**src/rtl/aes_uart_tx_ctrl.sv**
```systemverilog
// Round-robin arbiter and byte sequencer that shares one UART transmitter between
// the AES ciphertext path (requester 0) and the status/debug block (requester 1).
module aes_uart_tx_ctrl #(
    parameter int DATA_W = 128
) (
    input  logic              i_clk,
    input  logic              i_rst,
    input  logic              i_req0_valid,
    input  logic [DATA_W-1:0] i_req0_data,
    output logic              o_req0_ready,
    input  logic              i_req1_valid,
    input  logic [DATA_W-1:0] i_req1_data,
    output logic              o_req1_ready,
    output logic              o_tx_start,
    output logic [7:0]        o_tx_data,
    input  logic              i_tx_busy,
    output logic              o_busy,
    output logic              o_done,
    output logic              o_done_id
);

    localparam int NUM_BYTES = DATA_W / 8;
    localparam int CNT_W     = (NUM_BYTES > 1) ? $clog2(NUM_BYTES) : 1;
    localparam logic [CNT_W-1:0] LAST_BYTE = CNT_W'(NUM_BYTES - 1);

    typedef enum logic [1:0] {IDLE, SEND, WAIT_HI, WAIT_LO} state_t;

    state_t            state_q, state_d;
    logic [DATA_W-1:0] shift_q, shift_d;
    logic [CNT_W-1:0]  cnt_q, cnt_d;
    logic              last_grant_q, last_grant_d;
    logic              gnt_id_q, gnt_id_d;
    logic              tx_start_q, tx_start_d;
    logic [7:0]        tx_data_q, tx_data_d;
    logic              ready0_q, ready0_d;
    logic              ready1_q, ready1_d;
    logic              busy_q, busy_d;
    logic              done_q, done_d;
    logic              done_id_q, done_id_d;
    logic              pick1;

    // Requester 1 wins when alone, or on a tie when requester 0 was served last.
    assign pick1 = i_req1_valid && (!i_req0_valid || !last_grant_q);

    always_ff @(posedge i_clk or posedge i_rst) begin
        if (i_rst) begin
            state_q      <= IDLE;
            shift_q      <= '0;
            cnt_q        <= '0;
            last_grant_q <= 1'b1;
            gnt_id_q     <= 1'b0;
            tx_start_q   <= 1'b0;
            tx_data_q    <= 8'h00;
            ready0_q     <= 1'b0;
            ready1_q     <= 1'b0;
            busy_q       <= 1'b0;
            done_q       <= 1'b0;
            done_id_q    <= 1'b0;
        end else begin
            state_q      <= state_d;
            shift_q      <= shift_d;
            cnt_q        <= cnt_d;
            last_grant_q <= last_grant_d;
            gnt_id_q     <= gnt_id_d;
            tx_start_q   <= tx_start_d;
            tx_data_q    <= tx_data_d;
            ready0_q     <= ready0_d;
            ready1_q     <= ready1_d;
            busy_q       <= busy_d;
            done_q       <= done_d;
            done_id_q    <= done_id_d;
        end
    end

    // Start and byte are registered on entry to SEND so the pulse coincides with SEND.
    always_comb begin
        state_d      = state_q;
        shift_d      = shift_q;
        cnt_d        = cnt_q;
        last_grant_d = last_grant_q;
        gnt_id_d     = gnt_id_q;
        tx_start_d   = 1'b0;
        tx_data_d    = tx_data_q;
        ready0_d     = 1'b0;
        ready1_d     = 1'b0;
        busy_d       = busy_q;
        done_d       = 1'b0;
        done_id_d    = done_id_q;
        unique case (state_q)
            IDLE: begin
                if (i_req0_valid || i_req1_valid) begin
                    gnt_id_d     = pick1;
                    last_grant_d = pick1;
                    shift_d      = pick1 ? i_req1_data : i_req0_data;
                    cnt_d        = '0;
                    busy_d       = 1'b1;
                    ready0_d     = !pick1;
                    ready1_d     = pick1;
                    tx_start_d   = 1'b1;
                    tx_data_d    = shift_d[DATA_W-1 -: 8];
                    state_d      = SEND;
                end
            end
            SEND: state_d = WAIT_HI;
            WAIT_HI: begin
                if (i_tx_busy) state_d = WAIT_LO;
            end
            WAIT_LO: begin
                if (!i_tx_busy) begin
                    if (cnt_q == LAST_BYTE) begin
                        done_d    = 1'b1;
                        done_id_d = gnt_id_q;
                        busy_d    = 1'b0;
                        state_d   = IDLE;
                    end else begin
                        shift_d    = shift_q << 8;
                        cnt_d      = cnt_q + CNT_W'(1);
                        tx_start_d = 1'b1;
                        tx_data_d  = shift_d[DATA_W-1 -: 8];
                        state_d    = SEND;
                    end
                end
            end
            default: state_d = IDLE;
        endcase
    end

    assign o_req0_ready = ready0_q;
    assign o_req1_ready = ready1_q;
    assign o_tx_start   = tx_start_q;
    assign o_tx_data    = tx_data_q;
    assign o_busy       = busy_q;
    assign o_done       = done_q;
    assign o_done_id    = done_id_q;

endmodule

```
**config.mk**
```make
export PLATFORM = sky130hd
export DESIGN_NAME = aes_uart_tx_ctrl
export DESIGN_NICKNAME = d
export VERILOG_FILES = /design/src/rtl/aes_uart_tx_ctrl.sv
export SDC_FILE = /design/constraint.sdc
export NUM_CORES = 1
export LEC_CHECK = 0
export ABC_CLOCK_PERIOD_IN_PS = 6100
export BUFFER_PORTS_ARGS = -buffer_cell sky130_fd_sc_hd__buf_2
export CAP_MARGIN = 20
export CORE_ASPECT_RATIO = 0.9
export CORE_MARGIN = 4
export CORE_UTILIZATION = 30
export CTS_BUF_LIST = sky130_fd_sc_hd__clkbuf_8 sky130_fd_sc_hd__clkbuf_16
export CTS_CLUSTER_DIAMETER = 150
export DETAILED_ROUTE_END_ITERATION = 16
export GPL_ROUTABILITY_DRIVEN = 0
export GPL_TIMING_DRIVEN = 0
export SYNTH_ARGS = -nofsm -noshare
export SYNTH_HDL_FRONTEND = slang
export SYNTH_SLANG_ARGS = --single-unit
export TNS_END_PERCENT = 5
```
**constraint.sdc**
```tcl
create_clock -name i_clk -period 6.1 [get_ports i_clk]
set_input_delay 0.305 -clock i_clk [delete_from_list [all_inputs] [get_ports i_clk]]
set_output_delay 0.305 -clock i_clk [all_outputs]
set_load 0.01 [all_outputs]
```
**Yosys cells after proc, flatten, opt, wreduce, memory -nomap -nowiden**

Cells that the tools add are included.

- Memories kept: 0
- Register bits: 142
- Latch bits: 0
- Word-level logic and storage cells: 69
- RAM bits: 0
- Bits in read-only memories: 0

- Shift-type cells: 0
- Divide/modulo/power cells: 0
- Magnitude comparators: 0
- Add/subtract/negate cells: 1
- Reductions and logical operators: 13
- Multiply operators: 0
- Equal/unequal tests: 9
- Multiplexer cells: 33
- Bitwise logic cells: 1

Operator list:

| cell | number |
|---|---|
| $mux 120 | 3 |
| $pmux 120 s2 | 1 |
| $mux 128 | 1 |
| $mux 8 | 3 |
| $pmux 8 s2 | 1 |
| $mux 1 | 14 |
| $mux 4 | 3 |
| $ne 2x2->1 const B | 5 |
| $pmux 2 s4 | 1 |
| $pmux 4 s2 | 1 |
| $reduce_and 4->1 | 2 |
| $mux 2 | 3 |
| $reduce_and 3->1 | 2 |
| $add 4x1->4 const B | 1 |
| $eq 2x2->1 const B | 2 |
| $eq 4x4->1 const B | 1 |
| $pmux 1 s2 | 2 |
| $logic_not 1->1 | 3 |
| $eq 2x1->1 const B | 1 |
| $logic_not 2->1 | 1 |
| $logic_or 1x1->1 | 2 |
| $reduce_and 2->1 | 1 |
| $reduce_bool 2->1 | 1 |
| $logic_and 1x1->1 | 1 |
| $not 1->1 | 1 |

**Logic depth before layout (Yosys ltp)**

Gate-level depths: netlist (run 1).

- Word-level depth: 6
- Gate-level depth with buffers: 10
- Mapped depth without buffers: 6

**Worst setup path after synthesis (run 1)**

No wires, ideal clock.

- Path kind: flip-flop to flip-flop
- From: reg state_q[0]
- To: reg cnt_q[3]
- Stages on the path, launching flop included: 9
- Path slack: 4,123 ps
- Data arrival time: 1,901 ps
- Path buffers: 2
- Data required time: 6,024 ps
- Path through: dfrtp_1 -> inv_1 -> ha_1 -> buf_6 -> or3b_1 -> o2111ai_4 -> buf_6 -> or4b_1 -> o21ai_1

- Cells in the longest elaborated chain, start to end: 3
- Elaborated cells on any way between the ends: 8

RTL lines:

| what | line | RTL |
|---|---|---|
| from (decl) | 28 | `state_t state_q, state_d;` |
| from (signal assigned) | 60 | `state_q <= state_d;` |
| $eq 2x2->1 or $logic_not 2->1 (tied branches) | 89 | `unique case (state_q)` |
| $ne 2x2->1 (no line) or $reduce_bool 2->1 (tied branches) | - |  |
| $reduce_and 4->1 (no line) | - |  |
| to (signal assigned) | 62 | `cnt_q <= cnt_d;` |
| to (decl) | 30 | `logic [CNT_W-1:0] cnt_q, cnt_d;` |

Parallel ways exist; a longest one is shown, timed or not.
A chain may end at the register's enable or synchronous reset.

**Final worst setup path (run 1)**

- From: reg state_q[0]
- To: reg shift_q[1]

- Cells in the longest elaborated chain, start to end: 3
- Elaborated cells on any way between the ends: 8

RTL lines:

| what | line | RTL |
|---|---|---|
| $eq 2x2->1 or $logic_not 2->1 (tied branches) | 89 |  |
| $ne 2x2->1 (no line) or $reduce_bool 2->1 (tied branches) | - |  |
| $reduce_and 4->1 (no line) | - |  |
| to (signal assigned) | 61 | `shift_q <= shift_d;` |
| to (decl) | 29 | `logic [DATA_W-1:0] shift_q, shift_d;` |

Parallel ways exist; a longest one is shown, timed or not.

==> flow_summary_export.csv, run 1 <==
group,metric,value,unit
sta,period_minus_slack,2.38,ns
grt,antenna_found_initial,0,
synth,ys_ff_latch,142,
cells_and_area,syn2layout_area_growth,30.8,%
clocking,root_buffer,"clkbuf_16",
synth,synth_cell_types,29,
grt,grt_usage,15.8,%
detailed_routing,met1_length,11200,µm
place,io_buffer_count,274,
clocking,numCtsBuffers,17,
synth,synth.cell_area,8000,µm²
floorplan,die-area,29300,µm²
worst_hold_path,hp-class,"primary input to flip-flop",
power_and_ir_drop,power_density,485,nW/µm²
critical_path,end_kind,"flip-flop",
cells_and_area,fin_util,40.0,%
detailed_routing,top_layer,"met4",
clocking,clock_latency,0.41,ns
clocking,cts_tree,"done",
critical_path,crit_required,6.41,ns
critical_path,crit_fanout,10,
critical_path,r2r_slack,3.72,ns
synth,synthMuxAreaShare,33.0,%
floorplan,fp.dieH,163,µm
sta,worst_slack,3.72,ns
synth,synthSimpleGateAreaFrac,7.44,%
flow_run,cap_viol_max_count,0,
detailed_routing,ant_nets,0,
cells_and_area,fillers,2651,
clocking,cts_hold_buffers,1,
synth,syn_nets,1023,
worst_hold_path,hold_path_end,"o_done$_DFF_PP0_",
sta,fin_setup_tns,0,ns
power_and_ir_drop,p_leak,4.90,nW
sta,finalHoldViolations,0,
clocking,max-clock-path-buffers,2,
detailed_routing,drc,0,
cells_and_area,antennaDiodeCount,0,
synth,synthAdderAreaFrac,0.626,%
sta,finalCritPeriodShare,39.0,%
status,outcome,"completed",
detailed_routing,wl_met2,10700,µm
critical_path,worstSetupPathType,"flip-flop to flip-flop",
floorplan,core_area,26100,µm²
power_and_ir_drop,ir_drop,0.166,mV
worst_hold_path,hold_path_startpoint,"i_tx_busy",
grt,grt_max_degree,88,
floorplan,row_count,56,
synth,synthTopCellsByArea,"dfrtp_1 (44%), mux2_2 (17%), mux2i_1 (16%), nand2_1 (6.5%), o21ai_0 (4.5%)",
critical_path,r2r_end,"shift_q[1]$_DFFE_PP0P_",
sta,max_freq,421,MHz
sta,fin_worst_skew,0.00964,ns
synth,synth.top_cell.area_share,44.1,%
detailed_routing,routed_wl,23200,µm
synth,yosysWarnings,0,
detailed_routing,dr.first_iter.drc_count,285,
worst_hold_path,whs_path_depth,2,
floorplan,die_w,180,µm
clocking,post_cts_resized,0,
synth,ys_seq_area_share,44.4,%
grt,grt_pass1_vias,6941,
cells_and_area,final_nets,1318,
synth,synth_top_area_cell,"dfrtp_1",
detailed_routing,vias_per_cell,4.67,
clocking,post-cts-setup-buffers,0,
floorplan,num_io_pins,275,
detailed_routing,met3_length,1220,µm
sta,finalMaxSlewViolations,0,
sta,setup-violations-final,0,
power_and_ir_drop,power,0.00507,W
detailed_routing,wire_per_inst,16.4,µm
clocking,clk_pin_slew_worst_paths,0.06,ns
cells_and_area,drive_gt1_share,44.2,%
place,hpwlAfterDp,17600,µm
grt,grt_pass1_wl,37000,µm
detailed_routing,num_vias,6602,
clocking,cts_max_level,4,
critical_path,r2r_cells,10,
sta,worst_pin_slew,0.763,ns
synth,synth_area_per_cell,10.6,µm²
synth,synth-compound-area-share,9.95,%
synth,synth_cells,758,
place,post-place-ws,3.69,ns
grt,gr-total-overflow,0,
clocking,clock_sinks,142,
sta,rsz0062_at_grt,"false",
critical_path,arrival,2.69,ns
synth,synth-xor-area-share,0,%
critical_path,start_kind,"flip-flop",
synth,synth_top_family_by_area,"multiplexers",
critical_path,r2r_start,"state_q[0]$_DFFE_PP0P_",
detailed_routing,firstDrtPassIters,4,
floorplan,start_util,30.6,%
sta,maxSlewHeadroom,49.2,%
==> cells in the mapped netlist <==
library cell,count
or4b_1,1
clkbuf_2,3
nand2_1,138
nor2_1,3
mux2_2,121
buf_2,15
a31oi_1,1
o22a_1,1
o31ai_1,9
nand3_1,2
o21ai_0,72
a21boi_0,1
inv_1,6
dfstp_2,1
mux2i_1,128
a21oi_1,4
nand4_1,2
o2111ai_4,1
or3b_1,1
ha_1,4
dfrtp_1,141
nand2b_1,1
buf_6,3
o311ai_0,1
o21ai_1,58
and3_1,1
nor2b_1,2
buf_4,20
clkbuf_1,17
==> cell families (layout without fill, tap and decap cells) <==
family,count (synthesis),count (layout)
buffers and inverters,64,371
flip-flops,142,142
AO/OA/AOI/OAI,148,148
multiplexers,249,249
adder cells (fa/ha/maj),4,4
AND/OR/NAND/NOR,151,151
==> sequential cells by signal, summed over array words and instances (netlist names) <==
signal,count
o_req0_ready,1
state_q,2
last_grant_q,1
o_done_id,1
o_tx_start,1
o_req1_ready,1
o_tx_data,8
o_busy,1
o_done,1
cnt_q,4
gnt_id_q,1
shift_q,120
==> worst max-delay path: stages (launching register included) <==
cell       delay [ns]
dfrtp_1          0.42
inv_1            0.10
ha_1             0.16
buf_6            0.13
or3b_1           0.43
o2111ai_4        0.28
buf_6            0.24
buf_6            0.18
buf_4            0.20
nand2_1          0.07
o31ai_1          0.06
==> area by class of cell <==
type	count	area, µm²	share of cell area [%]
sequential	142	3550	34.0
multi-input combinational	552	4090	39.0
tap	348	435	4.16
buffer	58	338	3.23
inverter	6	27.5	0.263
clock buffer	19	453	4.33
clock inverter	12	160	1.53
timing repair buffer	276	1410	13.5
==> layer usage <==
metal / up-vias / global-route usage, %
met5: - / 0
met4: 0 / 2.47
met3: 10 / 3.93
met2: 202 / 25.4
met1: 3128 / 22.0
li1: 3262 / -
==> worst max-delay path by stage <==
stage	startpoint	end	slack, ns	cells past startpoint
floorplan	i_rst	cnt_q[0]$_DFFE_PP0P_	1.99	1
CTS	state_q[0]$_DFFE_PP0P_	cnt_q[3]$_DFFE_PP0P_	3.67	7
detailed placement	state_q[0]$_DFFE_PP0P_	shift_q[6]$_DFFE_PP0P_	3.69	10
global placement	i_rst	o_tx_data[5]$_DFFE_PP0P_	0.08	2
finish	state_q[0]$_DFFE_PP0P_	shift_q[1]$_DFFE_PP0P_	3.72	10
global route	state_q[0]$_DFFE_PP0P_	shift_q[33]$_DFFE_PP0P_	3.53	10
==> power by group <==
part | internal (W) | total (W) | leakage [nW] | switching (W)
Clock | 0.000667 | 0.00109 | 0.288 | 0.000425
Combinational | 0.000989 | 0.00232 | 2.84 | 0.00133
Sequential | 0.00140 | 0.00166 | 1.77 | 0.000255
==> stage by stage <==
step                instance area (µm²)  instances  hold WS (ns)
finish                            10500       1413         0.133
global route                      10500       1413         0.123
CTS                               10500       1413         0.119
detailed placement                 9840       1381         0.400
global placement                   9810       1380         0.459
floorplan                          8000        758         0.387
==> cells in the final DEF, fill, tap and decap left out, types with 2 or more instances in the layout <==
cell type,count
mux2_2,121
dfrtp_1,141
o21ai_0,72
o21ai_1,58
ha_1,4
buf_2,289
o31ai_1,9
bufinv_16,3
nand4_1,2
clkbuf_2,3
buf_4,20
clkbuf_1,17
nand3_1,2
clkbuf_16,17
inv_1,5
mux2i_1,128
inv_6,3
nand2_1,138
a21oi_1,4
clkinv_4,2
clkbuf_8,2
nor2b_1,2
clkinvlp_4,4
buf_6,3
nor2_1,3
Power figures use the tool's default switching activity.
==> run 2: changes to the inputs <==
--- a/config.mk
+++ b/config.mk
@@ -5,7 +5,7 @@
 export SDC_FILE = /design/constraint.sdc
 export NUM_CORES = 1
 export LEC_CHECK = 0
-export ABC_CLOCK_PERIOD_IN_PS = 6100
+export ABC_CLOCK_PERIOD_IN_PS = 2000
 export BUFFER_PORTS_ARGS = -buffer_cell sky130_fd_sc_hd__buf_2
 export CAP_MARGIN = 20
 export CORE_ASPECT_RATIO = 0.9
==> constraint.sdc (replaced) <==
create_clock -name i_clk -period 2 [get_ports i_clk]
set_input_delay 0.1 -clock i_clk [delete_from_list [all_inputs] [get_ports i_clk]]
set_output_delay 0.1 -clock i_clk [all_outputs]
set_load 0.01 [all_outputs]
==> run 2 against run 1 <==
Effect of this change: clock power grew to 3.0 times the previous value; critical endpoint is now shift_q[26]$_DFFE_PP0P_; largest power group unchanged; fmax grew 22%; largest cell class unchanged; worst setup slack lost 3.7 ns; utilization grew 2.8 points.
==> flow_summary_export.csv, run 2 (synthesis gave the netlist of run 1 again) <==
group,metric,value,unit
detailed_routing,firstDrtPassIters,4,
status,outcome,"completed",
critical_path,path_depth,9,
critical_path,worstPathCellList,"inv_2 -> ha_4 -> or3b_4 -> o2111ai_4 -> clkbuf_16 -> clkbuf_16 -> clkbuf_16 -> nand2_1 -> o21ai_1",
grt,gr-total-overflow,0,
cells_and_area,largest_register_ffs,120,
cells_and_area,syn2layout_area_growth,39.9,%
sta,whs,0.0258,ns
floorplan,core_area,26100,µm²
worst_hold_path,hp-class,"primary input to flip-flop",
critical_path,crit_end,"shift_q[26]$_DFFE_PP0P_",
sta,max_freq,512,MHz
cells_and_area,regMostFlops,"shift_q",
sta,maxSlewHeadroom,49.5,%
sta,period_minus_slack,1.95,ns
critical_path,start_kind,"flip-flop",
detailed_routing,wire_per_inst,17.3,µm
sta,finalMaxSlewViolations,0,
floorplan,start_util,30.6,%
floorplan,die_w,180,µm
place,io_buffer_count,274,
critical_path,critPathTopFamily,"buffers and inverters",
critical_path,slowest_stage,"dfrtp_2",
clocking,root_buffer,"clkbuf_16",
critical_path,crit_path_max_incr_delay,0.44,ns
cells_and_area,antennaDiodeCount,0,
grt,grt_usage,16.2,%
critical_path,worstSetupPathType,"flip-flop to flip-flop",
clocking,cts_tree,"done",
power_and_ir_drop,p_leak,5.28,nW
grt,antenna_found_initial,0,
floorplan,fp.dieH,163,µm
clocking,clock_latency,0.42,ns
critical_path,arrival,2.29,ns
place,hpwlAfterDp,18000,µm
sta,setup-violations-final,0,
detailed_routing,num_vias,6839,
cells_and_area,drive_gt1_share,48.4,%
floorplan,num_io_pins,275,
critical_path,cpMostUsedCell,"clkbuf_16",
critical_path,r2r_end,"shift_q[26]$_DFFE_PP0P_",
cells_and_area,fin_cells,1444,
grt,grt_pass1_vias,7234,
critical_path,critPathBufInv,4,
clocking,clock_sinks,142,
detailed_routing,dr.first_iter.drc_count,436,
critical_path,r2r_start,"state_q[1]$_DFFE_PP0P_",
sta,fin_worst_skew,0.0117,ns
floorplan,die-area,29300,µm²
power_and_ir_drop,power,0.0176,W
grt,grt_max_degree,42,
clocking,clk_pin_slew_worst_paths,0.07,ns
critical_path,end_kind,"flip-flop",
cells_and_area,layout_common_cells,"buf_2 (275), dfrtp_1 (139), nand2_1 (130)",
sta,rsz0062_at_grt,"true",
detailed_routing,vias_per_cell,4.74,
sta,worst_pin_slew,0.756,ns
floorplan,row_count,56,
critical_path,crit_fanout,5,
flow_run,cap_viol_max_count,0,
clocking,cts_max_level,4,
detailed_routing,ant_nets,0,
detailed_routing,routed_wl,24900,µm
critical_path,crit_required,2.33,ns
clocking,numCtsBuffers,17,
power_and_ir_drop,power_density,1570,nW/µm²
cells_and_area,final_nets,1348,
sta,finalCritPeriodShare,97.7,%
critical_path,r2r_slack,0.05,ns
detailed_routing,drc,0,
critical_path,r2r_cells,9,
sta,finalHoldViolations,0,
critical_path,critPathLaunch,"state_q[1]$_DFFE_PP0P_",
cells_and_area,final_common_cell,"buf_2",
grt,grt_pass1_wl,38000,µm
power_and_ir_drop,ir_drop,0.520,mV
place,placed_cells,1383,
clocking,max-clock-path-buffers,2,
run 2: metal layers:
metal	track usage [%]	wire, µm	up-vias
met1	21.5	11500	3259
met5	0	0	-
met3	3.64	1380	20
li1	-	-	3338
met2	27.1	11700	222
met4	3.99	334	0
run 2: how the worst min path moves through the flow:
stage	start	cells after the start	slack, ns	endpoint
final	i_req0_data[3]	3	0.03	shift_q[3]$_DFFE_PP0P_
after CTS	i_req0_data[6]	3	0.006	shift_q[6]$_DFFE_PP0P_
after global routing	i_req0_data[6]	3	0.03	shift_q[6]$_DFFE_PP0P_
after floorplan	i_tx_busy	1	0.18	o_done$_DFF_PP0_
after detailed placement	i_rst	2	0.26	shift_q[7]$_DFFE_PP0P_
after global placement	i_req0_valid	2	0.37	o_req1_ready$_DFF_PP0_
run 2: cell type report:
class | count | area (µm²)
tap | 348 | 435
clock inverter | 14 | 168
inverter | 6 | 26.3
buffer | 57 | 524
clock buffer | 18 | 439
multi-input combinational | 552 | 4160
fill | 2547 | 14900
sequential | 142 | 3560
timing repair buffer | 307 | 1880
run 2: report_power, final:
part           internal [W]  switching (W)  leakage, nW
clock network       0.00200        0.00130        0.304
registers           0.00429       0.000803         1.77
logic               0.00459        0.00459         3.21
run 2: per-stage QoR:
stage               setup slack, ns  util (%)  setup TNS [ns]  area, µm²
global placement             -0.895      37.5         -163.24       9810
finish                       0.0462      42.8               0      11200
detailed placement           -0.391      37.8          -41.30       9870
floorplan                    0.0230         -               0       8000
CTS                         0.00293      41.0               0      10700
global route                -0.0279      42.8          -0.502      11200
run 2: tightest hold or removal path, cell delays in order:
cell     delay, ns
buf_2         0.10
mux2i_1       0.13
o31ai_1       0.08
run 2: timing repair:
action | in CTS | in global routing
endpoints found under the setup margin | 133 | 133
endpoints found under the hold margin | 33 | 0
gates resized for setup | 47 | 65
cloned | 0 | 13
setup buffers | 6 | 5
hold buffers | 6 | 0
pin swaps | 1 | 4
